--- src/rtl/aes_pkg.sv ---
// Shared GF(2^8) constants, coefficient sets, FSM encoding and byte-multiply helpers
// for the MixColumns engine.
package aes_pkg;

    localparam logic [7:0] GF_POLY = 8'h1B;

    // Element k is the coefficient applied to byte (r + k) mod 4 when producing row r.
    localparam logic [7:0] FWD_COEF [4] = '{8'h02, 8'h03, 8'h01, 8'h01};
    localparam logic [7:0] INV_COEF [4] = '{8'h0E, 8'h0B, 8'h0D, 8'h09};

    typedef enum logic [1:0] {
        StIdle = 2'd0,
        StBusy = 2'd1,
        StDone = 2'd2
    } mc_state_e;

    function automatic logic [7:0] xtime(input logic [7:0] a);
        return {a[6:0], 1'b0} ^ (a[7] ? GF_POLY : 8'h00);
    endfunction

    function automatic logic [7:0] gf_mul(input logic [7:0] a, input logic [7:0] b);
        logic [7:0] p;
        logic [7:0] x;
        p = '0;
        x = a;
        for (int k = 0; k < 8; k++) begin
            if (b[k]) p = p ^ x;
            x = xtime(x);
        end
        return p;
    endfunction

endpackage

--- src/rtl/gf_col_mix.sv ---
// Combinational transform of one 32-bit AES state column (row 0 in the MSB byte);
// inv_i selects InvMixColumns.
module gf_col_mix
    import aes_pkg::*;
(
    input  logic [31:0] col_i,
    input  logic        inv_i,
    output logic [31:0] col_o
);

    function automatic logic [31:0] mix(input logic [31:0] col, input logic [7:0] coef [4]);
        logic [31:0] res;
        logic [7:0]  acc;
        res = '0;
        for (int r = 0; r < 4; r++) begin
            acc = '0;
            for (int j = 0; j < 4; j++) begin
                acc = acc ^ gf_mul(col[31 - 8 * j -: 8], coef[(j - r + 4) % 4]);
            end
            res[31 - 8 * r -: 8] = acc;
        end
        return res;
    endfunction

    assign col_o = inv_i ? mix(col_i, INV_COEF) : mix(col_i, FWD_COEF);

endmodule

--- src/rtl/mix_col_engine.sv ---
// Multi-cycle AES (Inv)MixColumns engine: transforms COLS_PER_CYCLE columns per cycle
// in place, then holds the result under a valid/ready handshake.
module mix_col_engine
    import aes_pkg::*;
#(
    parameter int unsigned COLS_PER_CYCLE = 1
) (
    input  logic         clk,
    input  logic         rst_n,
    input  logic         in_valid,
    output logic         in_ready,
    input  logic [127:0] in_data,
    input  logic         in_inv,
    output logic         out_valid,
    input  logic         out_ready,
    output logic [127:0] out_data
);

    if (COLS_PER_CYCLE != 1 && COLS_PER_CYCLE != 2 && COLS_PER_CYCLE != 4) begin : g_bad_cols
        $error("mix_col_engine: COLS_PER_CYCLE must be 1, 2 or 4");
    end

    localparam int unsigned NumBeats = 4 / COLS_PER_CYCLE;
    localparam logic [1:0]  LastBeat = 2'(NumBeats - 1);

    mc_state_e    fsm_q, fsm_d;
    logic [127:0] state_q, state_d;
    logic [1:0]   beat_q, beat_d;
    logic         inv_q, inv_d;

    logic [1:0]  col_idx [COLS_PER_CYCLE];
    logic [31:0] col_in  [COLS_PER_CYCLE];
    logic [31:0] col_out [COLS_PER_CYCLE];

    for (genvar i = 0; i < COLS_PER_CYCLE; i++) begin : g_col
        assign col_idx[i] = 2'((32'(beat_q) * COLS_PER_CYCLE + i) % 4);
        // Column k lives at bits [127-32k -: 32], i.e. base offset 32*(3-k).
        assign col_in[i]  = state_q[{~col_idx[i], 5'b0} +: 32];

        gf_col_mix u_mix (
            .col_i (col_in[i]),
            .inv_i (inv_q),
            .col_o (col_out[i])
        );
    end

    logic accept;

    always_comb begin
        fsm_d   = fsm_q;
        state_d = state_q;
        beat_d  = beat_q;
        inv_d   = inv_q;

        out_valid = (fsm_q == StDone);
        in_ready  = (fsm_q == StIdle) || ((fsm_q == StDone) && out_ready);
        accept    = in_valid && in_ready;

        case (fsm_q)
            StIdle: ;
            StBusy: begin
                for (int i = 0; i < COLS_PER_CYCLE; i++) begin
                    state_d[{~col_idx[i], 5'b0} +: 32] = col_out[i];
                end
                if (beat_q == LastBeat) begin
                    fsm_d  = StDone;
                    beat_d = '0;
                end else begin
                    beat_d = beat_q + 2'd1;
                end
            end
            StDone: begin
                if (out_ready) fsm_d = StIdle;
            end
            default: fsm_d = StIdle;
        endcase

        // Load overrides the DONE->IDLE exit so a consume+accept edge has no bubble.
        if (accept) begin
            state_d = in_data;
            inv_d   = in_inv;
            beat_d  = '0;
            fsm_d   = StBusy;
        end
    end

    assign out_data = state_q;

    always_ff @(posedge clk or negedge rst_n) begin
        if (!rst_n) begin
            fsm_q   <= StIdle;
            state_q <= '0;
            beat_q  <= '0;
            inv_q   <= 1'b0;
        end else begin
            fsm_q   <= fsm_d;
            state_q <= state_d;
            beat_q  <= beat_d;
            inv_q   <= inv_d;
        end
    end

endmodule

--- config.mk ---
export PLATFORM = sky130hd
export DESIGN_NAME = mix_col_engine
export DESIGN_NICKNAME = d
export VERILOG_FILES = /design/src/rtl/aes_pkg.sv /design/src/rtl/gf_col_mix.sv /design/src/rtl/mix_col_engine.sv
export SDC_FILE = /design/constraint.sdc
export NUM_CORES = 1
export LEC_CHECK = 0
export CAP_MARGIN = 15
export CORE_MARGIN = 10
export CORE_UTILIZATION = 39
export CTS_CLUSTER_SIZE = 16
export DETAILED_ROUTE_END_ITERATION = 7
export PLACE_DENSITY_LB_ADDON = 0.08
export SYNTH_ARGS = -nofsm -noshare
export SYNTH_HDL_FRONTEND = slang
export SYNTH_SLANG_ARGS = --single-unit
--- constraint.sdc ---
create_clock -name clk -period 5.15 [get_ports clk]
set_input_delay 1.545 -clock clk [delete_from_list [all_inputs] [get_ports clk]]
set_output_delay 1.545 -clock clk [all_outputs]
set_load 0.01 [all_outputs]
* Word level (Yosys, flattened, before mapping)
Cells that the tools add are included.
** Word-level totals
- Register bits :: 133
- Latch bits :: 0
- RAM bits :: 0
- ROM bits :: 0
- Output and inout bits :: 130
- Memories :: 0
** Cells by class
- Add/subtract/negate cells :: 2
- $mul :: 0
- Div/mod/pow operators :: 0
- Order comparisons :: 0
- Eq/ne operators :: 6
- Shifts and indexed selects :: 3
- Muxes and demuxes :: 23
- Bitwise gates (word level) :: 65
- Reductions and logical operators :: 6
** Operators by type and width (number)
- 8-bit XOR :: 64
- 128-bit 2-to-1 mux :: 2
- 128-bit bitwise mux :: 1
- 32-bit by 9-bit variable shift with 128-bit output, first input constant :: 1
- 128-bit by 8-bit indexed part select with 32-bit output :: 1
- 32-bit by 9-bit indexed part select with 128-bit output :: 1
- 5-bit 2-to-1 mux :: 12
- 32-bit 2-to-1 mux :: 1
- 2-bit 2-to-1 mux :: 6
- 7-bit negation with 9-bit output :: 1
- 2-bit one-hot mux with 3 select lines :: 1
- 2-bit equality test, second input constant :: 2
- 3-bit by 1-bit != test with 1-bit output, second input constant :: 1
- 3-bit != test, second input constant :: 1
- 3-bit AND reduction :: 1
- 2-bit by 1-bit adder with 2-bit output, second input constant :: 1
- 2-bit by 1-bit equality test with 1-bit output, second input constant :: 1
- 1-bit logical AND :: 2
- 2-bit logical NOT :: 1
- 2-bit != test, second input constant :: 1
- 2-bit inverter :: 1
- 2-bit nonzero test :: 1
- 1-bit logical OR :: 1

* Longest topological paths before layout
Gate-level depths: netlist of run 1.
- Word-level depth :: 17
- Mapped depth :: 13
- Depth with buffers taken out :: 8

* Cells and area by module
From an unflattened synthesis of run 1, not the netlist that was laid out.
** Unflattened totals
- Cell total of the unflattened synthesis :: 1054
- Area, all modules :: 11026.8 um^2
** Modules (own cells, without submodules)
- mix_col_engine :: times used 1, cells each 768, area an instance 8533.2 um^2
- gf_col_mix :: times used 1, cells each 286, area an instance 2493.6 um^2

* Worst setup path after synthesis of run 1
Ideal clock, no wire load.
- Path kind :: input-to-output
- Start point :: input out_ready
- End point :: output in_ready
- Arrival time :: 1.855 ns
- Data required time :: 3.605 ns
- Slack :: 1.750 ns
- Stages :: 2
- Path buffers :: 0
- Cell sequence :: inv_1 a21oi_1
** Between the ends
- Longest elaborated chain between the ends :: 2
** Ends and longest elaborated chain
- start: declaration :: line mix_col_engine.sv:15 : input logic out_ready,
- 1-bit logical AND :: line mix_col_engine.sv:56 : in_ready = (fsm_q == StIdle) || ((fsm_q == StDone) && out_ready);
- 1-bit logical OR :: line mix_col_engine.sv:56
- end: declaration :: line mix_col_engine.sv:11 : output logic in_ready,
Every way passes these cells.

* Worst setup path in the final report of run 1
- Start point :: register beat_q[1]
- End point :: register state_q[99], in the netlist out_data[99]
** Between the ends
- Longest elaborated chain between the ends :: 15
- Elaborated cells on any way between the ends :: 85
- Those cells by class :: 1 x add/sub; 3 x shift; 16 x mux; 65 x bitwise
** Ends and longest elaborated chain
- start: declaration :: line mix_col_engine.sv:28 : logic [1:0] beat_q, beat_d;
- start signal: assignment :: line mix_col_engine.sv:98 : beat_q <= beat_d;
- 2-bit inverter (*) :: line mix_col_engine.sv:38, mix_col_engine.sv:63
- 128-bit by 8-bit indexed part select with 32-bit output :: line mix_col_engine.sv:38 : assign col_in[i] = state_q[{~col_idx[i], 5'b0} +: 32];
- 8-bit XOR / 5-bit 2-to-1 mux (equally long branches) (2 in series) :: line aes_pkg.sv:18 : return {a[6:0], 1'b0} ^ (a[7] ? GF_POLY : 8'h00);
- 5-bit 2-to-1 mux / 8-bit XOR (equally long branches) :: line aes_pkg.sv:18
- 8-bit XOR, on equally long branches :: line aes_pkg.sv:18, aes_pkg.sv:27
- 8-bit XOR :: line aes_pkg.sv:27 : if (b[k]) p = p ^ x;
- 8-bit XOR (3 in series) :: line gf_col_mix.sv:18 : acc = acc ^ gf_mul(col[31 - 8 * j -: 8], coef[(j - r + 4) % 4]);
- 32-bit 2-to-1 mux :: line gf_col_mix.sv:25 : assign col_o = inv_i ? mix(col_i, INV_COEF) : mix(col_i, FWD_COEF);
- 32-bit by 9-bit indexed part select with 128-bit output :: line mix_col_engine.sv:63 : state_d[{~col_idx[i], 5'b0} +: 32] = col_out[i];
- 128-bit bitwise mux (*) :: line mix_col_engine.sv:63
- 128-bit 2-to-1 mux (*) :: line mix_col_engine.sv:59 : case (fsm_q)
- 128-bit 2-to-1 mux (*) :: line mix_col_engine.sv:79 : if (accept) begin
- end signal: assignment :: line mix_col_engine.sv:97 : state_q <= state_d;
- end: declaration :: line mix_col_engine.sv:27 : logic [127:0] state_q, state_d;
Every way passes the cells marked *; elsewhere a longest branch is shown, timed or not. The select of a mux whose other input is x is not followed.
A chain may end at the register's enable or synchronous reset.

==> flow_summary.toml, run 1 <==
[run_status]
status = "completed"

[global_route]
grt_max_degree = 77
antenna_found_initial = 4
grt_pass1_wl_um = 55300
overflow = 0
grt_use_total = 0.242
grt_pass1_vias = 8191

[logic_synthesis]
synth_fp_nets = 967
ys_types = 43
yosys-top-cells-area = "dfrtp_1, xnor2_1, a22oi_1"
syn_inst = 830
yosysTopAreaCellShare = 0.360
ys_seq_area_frac = 0.360
synth_top_area_cell = "dfrtp_1"
synth-edff-count = 0
ys_seq_elements = 133
synth_area_mm2 = 0.00925
synthArstFlopShare = 1.00
avgSynthCellArea_um2 = 11.1
ys.flop_type = "dfrtp_1"
yosys_warnings = 0

[die]
ioPinCount = 263
initial_core_util = 0.395
die_h_um = 174
die_w_um = 174
rows = 56
fp.dieArea_mm2 = 0.0303
core_mm2 = 0.0234

[timing]
worst-slew-pin-transition_ps = 1050
slew_headroom = 0.301
rsz0062_at_grt = "false"
fin_crit_ps = 4400
finalSetupViolCount = 0
final.setup_skew_ps = 16.6
report.final.slew_viol_count = 0
fmax_ghz = 0.227
timing.hold.ws_ps = 505
period_share = 0.855
setup_tns_ps = 0
hold_viol_final = 0

[critical_path]
r2r_cells = 9
cp_max_fo = 19
critPathRequiredTime_ps = 5430
endpoint_kind = "flop"
cp_data_arrival_time_ps = 4680
critical_path_class = "reg2reg"
cp-start-kind = "flop"

[cts]
cts_made_buffers = 17
clk_pin_slew_ps = 70
cts-resized-gates = 0
cts_hold_buffers = 0
clk_path_buf_depth = 2
cts_sinks = 133
cts_tree = "built"
cts_max_level = 4
cts_root_buffer = "clkbuf_16"
clk_latency_ps = 440
post-cts-setup-buffer-count = 0

[cells_and_area]
drive_gt1_frac = 0.0932
area_growth_pct = 37.9
nets = 1197
fin_util = 0.545

[drt]
avgRoutedWirePerCell_um = 26.8
routed_wl_um = 37400
vias = 7903
drt_iter0_markers = 794
drc_errors = 0
viasPerCell = 5.67
ant_nets = 0
first_pass_iters = 6

[placement]
portBuffers = 262
dpl.hpwl_um = 27600
place_congestion = 0.873

[worst_hold_path]
hold_depth = 2
hp-class = "reg2reg"

[flow_run]
cap_violations = 0
Yosys cell counts, types with 2 or more instances:
library cell / n
xnor2_1: 144
dfrtp_1: 133
o21ai_0: 114
a22oi_1: 108
xor2_1: 50
clkbuf_1: 46
nand2_1: 33
a21oi_1: 29
mux4_1: 17
nor2_1: 17
xnor3_1: 17
mux4_2: 15
o21ai_1: 14
buf_2: 10
buf_4: 9
o21a_1: 8
a2bb2oi_1: 7
xnor2_2: 7
xnor2_4: 5
buf_6: 4
ha_1: 4
mux2i_1: 4
buf_12: 3
inv_1: 3
xor2_2: 3
xor3_1: 3
a21oi_2: 2
nand2b_1: 2
nand3_1: 2
nor2b_1: 2
nor3_1: 2
xnor3_4: 2
through the flow:
stage	instance area [um^2]	std cells	worst slack [ps]
2_1_floorplan	9250	830	1750
3_5_place_dp	12100	1360	756
4_1_cts	12700	1392	762
3_3_place_gp	12100	1360	773
5_1_grt	12700	1394	629
6_report	12700	1395	748
per-layer routing:
layer  vias to the layer above  track usage  wire, um
met1                      4079        0.317     15900
met4                         0       0.0595       560
met2                       319        0.390     18100
li1                       3474            -         -
met3                        31       0.0657      2820
met5                         -            0         0
final cells by class:
| cell class | count | area (um^2) |
|---|---|---|
| repair buffers | 283 | 2800 |
| diodes | 3 | 7.51 |
| fillers | 2125 | 10700 |
| clock buffers | 17 | 425 |
| clock inverters | 15 | 208 |
| multi-input cells | 622 | 5570 |
| well taps | 319 | 399 |
| flip-flops and latches | 133 | 3330 |
| inverters | 3 | 11.3 |
placed cells by master (no fill, tap or decap), drive strengths merged, types with 3 or more instances in the layout:
master,netlist,routed
diode,0,3
ha,4,4
a22oi,108,108
buf,26,22
mux4,32,32
clkdlybuf4s50,0,261
bufinv,0,3
clkbuf,46,17
dfrtp,133,133
a21oi,31,31
o21ai,128,128
nor2,17,17
nand2,33,33
xor2,54,54
a2bb2oi,7,7
xor3,5,5
mux2i,4,4
xnor2,156,156
o21a,8,8
xnor3,20,20
inv,3,12
kinds of logic (layout without fill, tap and decap cells):
logic type	Yosys count	in the layout	share of synthesized area
compound gates	285	285	0.191
other cells	0	3	0
mux	37	37	0.0904
simple gates	61	61	0.0276
fa+ha+maj	4	4	0.00541
flops	133	133	0.360
buf+inv	75	318	0.0440
xor+xnor	235	235	0.282
path summary, 6_finish.rpt:
check	start	end	slack, ps
setup / recovery	beat_q[1]$_DFFE_PN0P_	out_data[99]$_DFFE_PN0P_	750
hold / removal	out_data[14]$_DFFE_PN0P_	out_data[14]$_DFFE_PN0P_	510
setup reg to reg	beat_q[1]$_DFFE_PN0P_	out_data[99]$_DFFE_PN0P_	750
hold reg to reg	out_data[14]$_DFFE_PN0P_	out_data[14]$_DFFE_PN0P_	510
max in group asynchronous	rst_n	out_data[85]$_DFFE_PN0P_	3020
min in group asynchronous	rst_n	fsm_q[1]$_DFFE_PN0P_	1260
flip-flops by register name, summed over array words and instances (netlist names):
register and count:
beat_q 2, fsm_q 2, inv_q 1, out_data 128
worst max-delay path, cell delays in order (launching register included):
cell     delay (ps)
dfrtp_1        1030
buf_4           350
mux4_1          570
xnor2_4         540
xnor3_1         360
xnor2_1         380
xnor2_1         170
mux2i_1         100
xor2_1          500
o21ai_0         210
Power of run 1 is left out: the tool's default activity adds up to more than one toggle a clock period on the data nets, which glitch-free logic cannot reach.
==> inputs of run 2 (changes only) <==
CORE_UTILIZATION = 50   (was 39)
==> run 2 against run 1 <==
Effect of this change:
- die area fell by 20%
- critical path depth fell by 5
- first-iteration DRC count fell by 17%
- non-clock buffer count fell by 4
- critical path type is now in2out
==> flow_summary.toml, run 2 (same netlist as run 1, synthesis figures left out) <==
[critical_path]
r2r_slack_ps = 860
endpoint_kind = "output pin"
cp_data_arrival_time_ps = 2840
cp_max_fo = 3
r2r_start = "beat_q[0]$_DFFE_PN0P_"
r2r_cells = 9
critPathCapture = "in_ready"
cp-start-kind = "input pin"
critPathRequiredTime_ps = 3610
r2r_end = "out_data[36]$_DFFE_PN0P_"
cp-startpoint = "out_ready"
critical_path_class = "in2out"

[cells_and_area]
final_cell_mix = "clkdlybuf4s50_1, xnor2_1, dfrtp_1"
final_common_cell = "clkdlybuf4s50_1"
area_growth_pct = 35.3
fillers = 1384
ff_latch_area_mm2 = 0.00333
multi_input_area_mm2 = 0.00556
largest_reg_flops = 128
drive_gt1_frac = 0.0899
nets = 1193

[drt]
viasPerCell = 6.08
vias = 7895
drc_errors = 0
avgRoutedWirePerCell_um = 26.8
drt_iter0_markers = 658
ant_nets = 0
routed_wl_um = 34900
first_pass_iters = 5

[die]
die_w_um = 156
ioPinCount = 263
rows = 49
initial_core_util = 0.511
fp.dieArea_mm2 = 0.0243
core_mm2 = 0.0181
die_h_um = 156

[cts]
cts_root_buffer = "clkbuf_16"
cts_max_level = 4
clk_pin_slew_ps = 60
cts_hold_buffers = 0
cts_made_buffers = 17
clk_latency_ps = 430
cts-resized-gates = 0
cts_tree = "built"
clk_path_buf_depth = 2
post-cts-setup-buffer-count = 0
cts_sinks = 133

[timing]
report.final.slew_viol_count = 0
final.setup_skew_ps = 15.8
finalSetupViolCount = 0
fin_crit_ps = 4390
slew_headroom = 0.357
period_share = 0.852
setup_tns_ps = 0
hold_viol_final = 0
fmax_ghz = 0.228
rsz0062_at_grt = "false"
worst-slew-pin-transition_ps = 964

[global_route]
antenna_found_initial = 1
grt_pass1_vias = 8377
grt_use_total = 0.283
overflow = 0
grt_pass1_wl_um = 52200
grt_max_degree = 75

[placement]
place_congestion = 0.922
portBuffers = 262
dpl.hpwl_um = 25500

[worst_hold_path]
hp-class = "reg2reg"

[run_status]
status = "completed"

[flow_run]
cap_violations = 0
run 2: cell count changes in the layout (fill, tap and decap cells not counted), moves of 2 or more:
cell	change
bufinv_16	-3
inv_8	-3
diode_2	-2
clkbuf_8	+3
clkinv_4	+2
buf_4	-3
run 2: final cells by class:
class / count / share of cell area
Tap cell: 229 / 0.0229
Inverter: 3 / 0.000900
Timing Repair Buffer: 279 / 0.221
Clock buffer: 20 / 0.0373
Sequential cell: 133 / 0.266
Multi-Input combinational cell: 622 / 0.445
Antenna cell: 1 / 0.000200
Clock inverter: 11 / 0.00710
run 2: per-stage QoR:
| step | cell area, um^2 | utilization | setup slack, ps | hold WS (ps) | instances |
|---|---|---|---|---|---|
| floorplan | 9250 | - | 1750 | 527 | 830 |
| global placement | 12000 | 0.661 | 772 | 482 | 1266 |
| detailed placement | 12000 | 0.661 | 763 | 491 | 1266 |
| CTS | 12500 | 0.691 | 753 | 505 | 1297 |
| global route | 12500 | 0.692 | 639 | 538 | 1298 |
| finish | 12500 | 0.692 | 760 | 505 | 1298 |
run 2: how the worst min path moves through the flow:
| stage | startpoint | to | slack (ps) | cells after the start |
|---|---|---|---|---|
| after floorplan | out_data[14]$_DFFE_PN0P_ | out_data[14]$_DFFE_PN0P_ | 530 | 2 |
| after global placement | out_data[16]$_DFFE_PN0P_ | out_data[16]$_DFFE_PN0P_ | 480 | 2 |
| after detailed placement | out_data[24]$_DFFE_PN0P_ | out_data[24]$_DFFE_PN0P_ | 490 | 2 |
| after CTS | out_data[24]$_DFFE_PN0P_ | out_data[24]$_DFFE_PN0P_ | 500 | 2 |
| after global routing | out_data[22]$_DFFE_PN0P_ | out_data[22]$_DFFE_PN0P_ | 540 | 1 |
| final | out_data[24]$_DFFE_PN0P_ | out_data[24]$_DFFE_PN0P_ | 510 | 2 |
run 2: worst max-delay path, stage by stage:
cell and delay, ps:
clkdlybuf4s50_1 460, inv_1 50, a21oi_1 210, clkdlybuf4s50_1 580
run 2: per-layer routing:
layer / track usage / vias to the layer above / share of wire / routed length, um
met5: 0 / - / 0 / 0
met4: 0.0755 / 0 / 0.018 / 627
met3: 0.0984 / 44 / 0.097 / 3380
met2: 0.449 / 385 / 0.48 / 16700
met1: 0.361 / 4000 / 0.41 / 14100
li1: - / 3466 / - / -
Power of run 2 is left out for the same reason.
==> inputs of run 3 (changes only) <==
CORE_UTILIZATION = 49   (was 50)
clock period = 5 ns   (was 5.15 ns; I/O delays follow)
==> run 3 against run 2 <==
Effect of this change:
- global-route usage is 0.27 points lower
- die area is 1.8% higher
- flip-flop and latch count unchanged
- final area is 0.53% higher
- non-clock buffer count rose by 4
- utilization is 1.7 points lower
- count of clock-buffer cells in the layout shrank 2
- sequential share of layout area down 0.14 points
==> flow_summary.toml, run 3 (same netlist as run 1, synthesis figures left out) <==
[die]
rows = 50
fp.dieArea_mm2 = 0.0248
initial_core_util = 0.496
die_h_um = 157
core_mm2 = 0.0186
die_w_um = 157
ioPinCount = 263

[timing]
report.final.slew_viol_count = 0
fmax_ghz = 0.232
setup_tns_ps = 0
finalSetupViolCount = 0
rsz0062_at_grt = "false"
period_share = 0.864
hold_viol_final = 0
fin_crit_ps = 4320
slew_headroom = 0.312
worst-slew-pin-transition_ps = 1030
final.setup_skew_ps = 11.5

[placement]
placed_cells = 1275
dpl.hpwl_um = 25800
place_congestion = 0.901
portBuffers = 262

[worst_hold_path]
holdCritStartpoint = "out_data[0]$_DFFE_PN0P_"
hold_depth = 2
hp-class = "reg2reg"

[global_route]
grt_pass1_wl_um = 52000
grt_use_total = 0.280
grt_pass1_vias = 8261
overflow = 0
grt_max_degree = 116
antenna_found_initial = 2

[drt]
vias = 8049
drt_iter0_markers = 890
ant_nets = 0
drc_errors = 0
routed_wl_um = 34800
viasPerCell = 6.15
avgRoutedWirePerCell_um = 26.6
first_pass_iters = 6

[critical_path]
cp-start-kind = "input pin"
critPathTopFamily = "buffers and inverters"
r2r_slack_ps = 820
critPathRequiredTime_ps = 3500
cp_common_cell = "clkdlybuf4s50_1"
slowest_delay_ps = 590
r2r_start = "beat_q[0]$_DFFE_PN0P_"
r2r_cells = 9
crit_cells = 4
cp_num_buf_inv = 3
cp_data_arrival_time_ps = 2820
cp-startpoint = "out_ready"
cp_max_fo = 3
path_cells = "clkdlybuf4s50_1 -> inv_1 -> a21oi_1 -> clkdlybuf4s50_1"
critical_path_class = "in2out"
cpMaxStageDelayCell = "clkdlybuf4s50_1"
endpoint_kind = "output pin"

[cts]
cts_made_buffers = 17
cts_hold_buffers = 0
clk_pin_slew_ps = 70
cts-resized-gates = 0
cts_max_level = 4
cts_root_buffer = "clkbuf_16"
cts_sinks = 133
post-cts-setup-buffer-count = 0
cts_tree = "built"
clk_path_buf_depth = 2
clk_latency_ps = 430

[cells_and_area]
largest_reg_flops = 128
fin_util = 0.674
drive_gt1_frac = 0.0913
area_growth_pct = 36.0
fillers = 1487
final_cells = 1308
nets = 1197
final_cell_mix = "clkdlybuf4s50_1, xnor2_1, dfrtp_1"
final_common_cell = "clkdlybuf4s50_1"

[run_status]
status = "completed"

[flow_run]
cap_violations = 0
[run 3: cell count changes in the layout (fill, tap and decap cells not counted), moves of 2 or more]
cell | before | now
inv_8 | 1 | 3
clkbuf_8 | 3 | 0
nand3_1 | 0 | 2
nand3_2 | 2 | 0
buf_4 | 17 | 21
bufinv_16 | 0 | 2
clkinv_4 | 2 | 4
[run 3: per-stage QoR]
stage	worst slack, ps	hold slack [ps]	area [um^2]
5_1_grt	613	530	12600
4_1_cts	673	513	12600
3_5_place_dp	683	498	12000
3_3_place_gp	703	488	12000
6_report	681	518	12600
2_1_floorplan	1690	527	9250
[run 3: layout make-up]
class	count	area (um^2)	share of cell area
Clock buffer	18	429	0.0341
Tap cell	234	293	0.0233
Inverter	3	11.3	0.000896
Antenna cell	1	2.50	0.000199
Timing Repair Buffer	283	2780	0.221
Sequential cell	133	3330	0.265
Clock inverter	14	168	0.0133
Multi-Input combinational cell	622	5560	0.442
[run 3: worst paths after layout]
check | end
worst max-delay path | in_ready
worst min-delay path | out_data[0]$_DFFE_PN0P_
worst max register to register | out_data[68]$_DFFE_PN0P_
worst min register to register | out_data[0]$_DFFE_PN0P_
max in group asynchronous | out_data[84]$_DFFE_PN0P_
min in group asynchronous | fsm_q[1]$_DFFE_PN0P_
[run 3: metal layers]
metal  vias up  part of all wire  global-route usage
met5         -           0.00037                   0
met4         2             0.029              0.0971
met3        66             0.097              0.0832
met2       453              0.47               0.437
met1      4054              0.40               0.364
li1       3474                 -                   -
[run 3: worst register-to-register path, cell delays in order, from the launching register on]
cell,delay (ps)
dfrtp_2,890
buf_4,330
mux4_1,820
xor2_1,350
xnor3_2,330
xnor2_1,380
xor2_1,200
nand2_1,90
xnor2_1,470
o21ai_0,190
Power of run 3 is left out for the same reason.
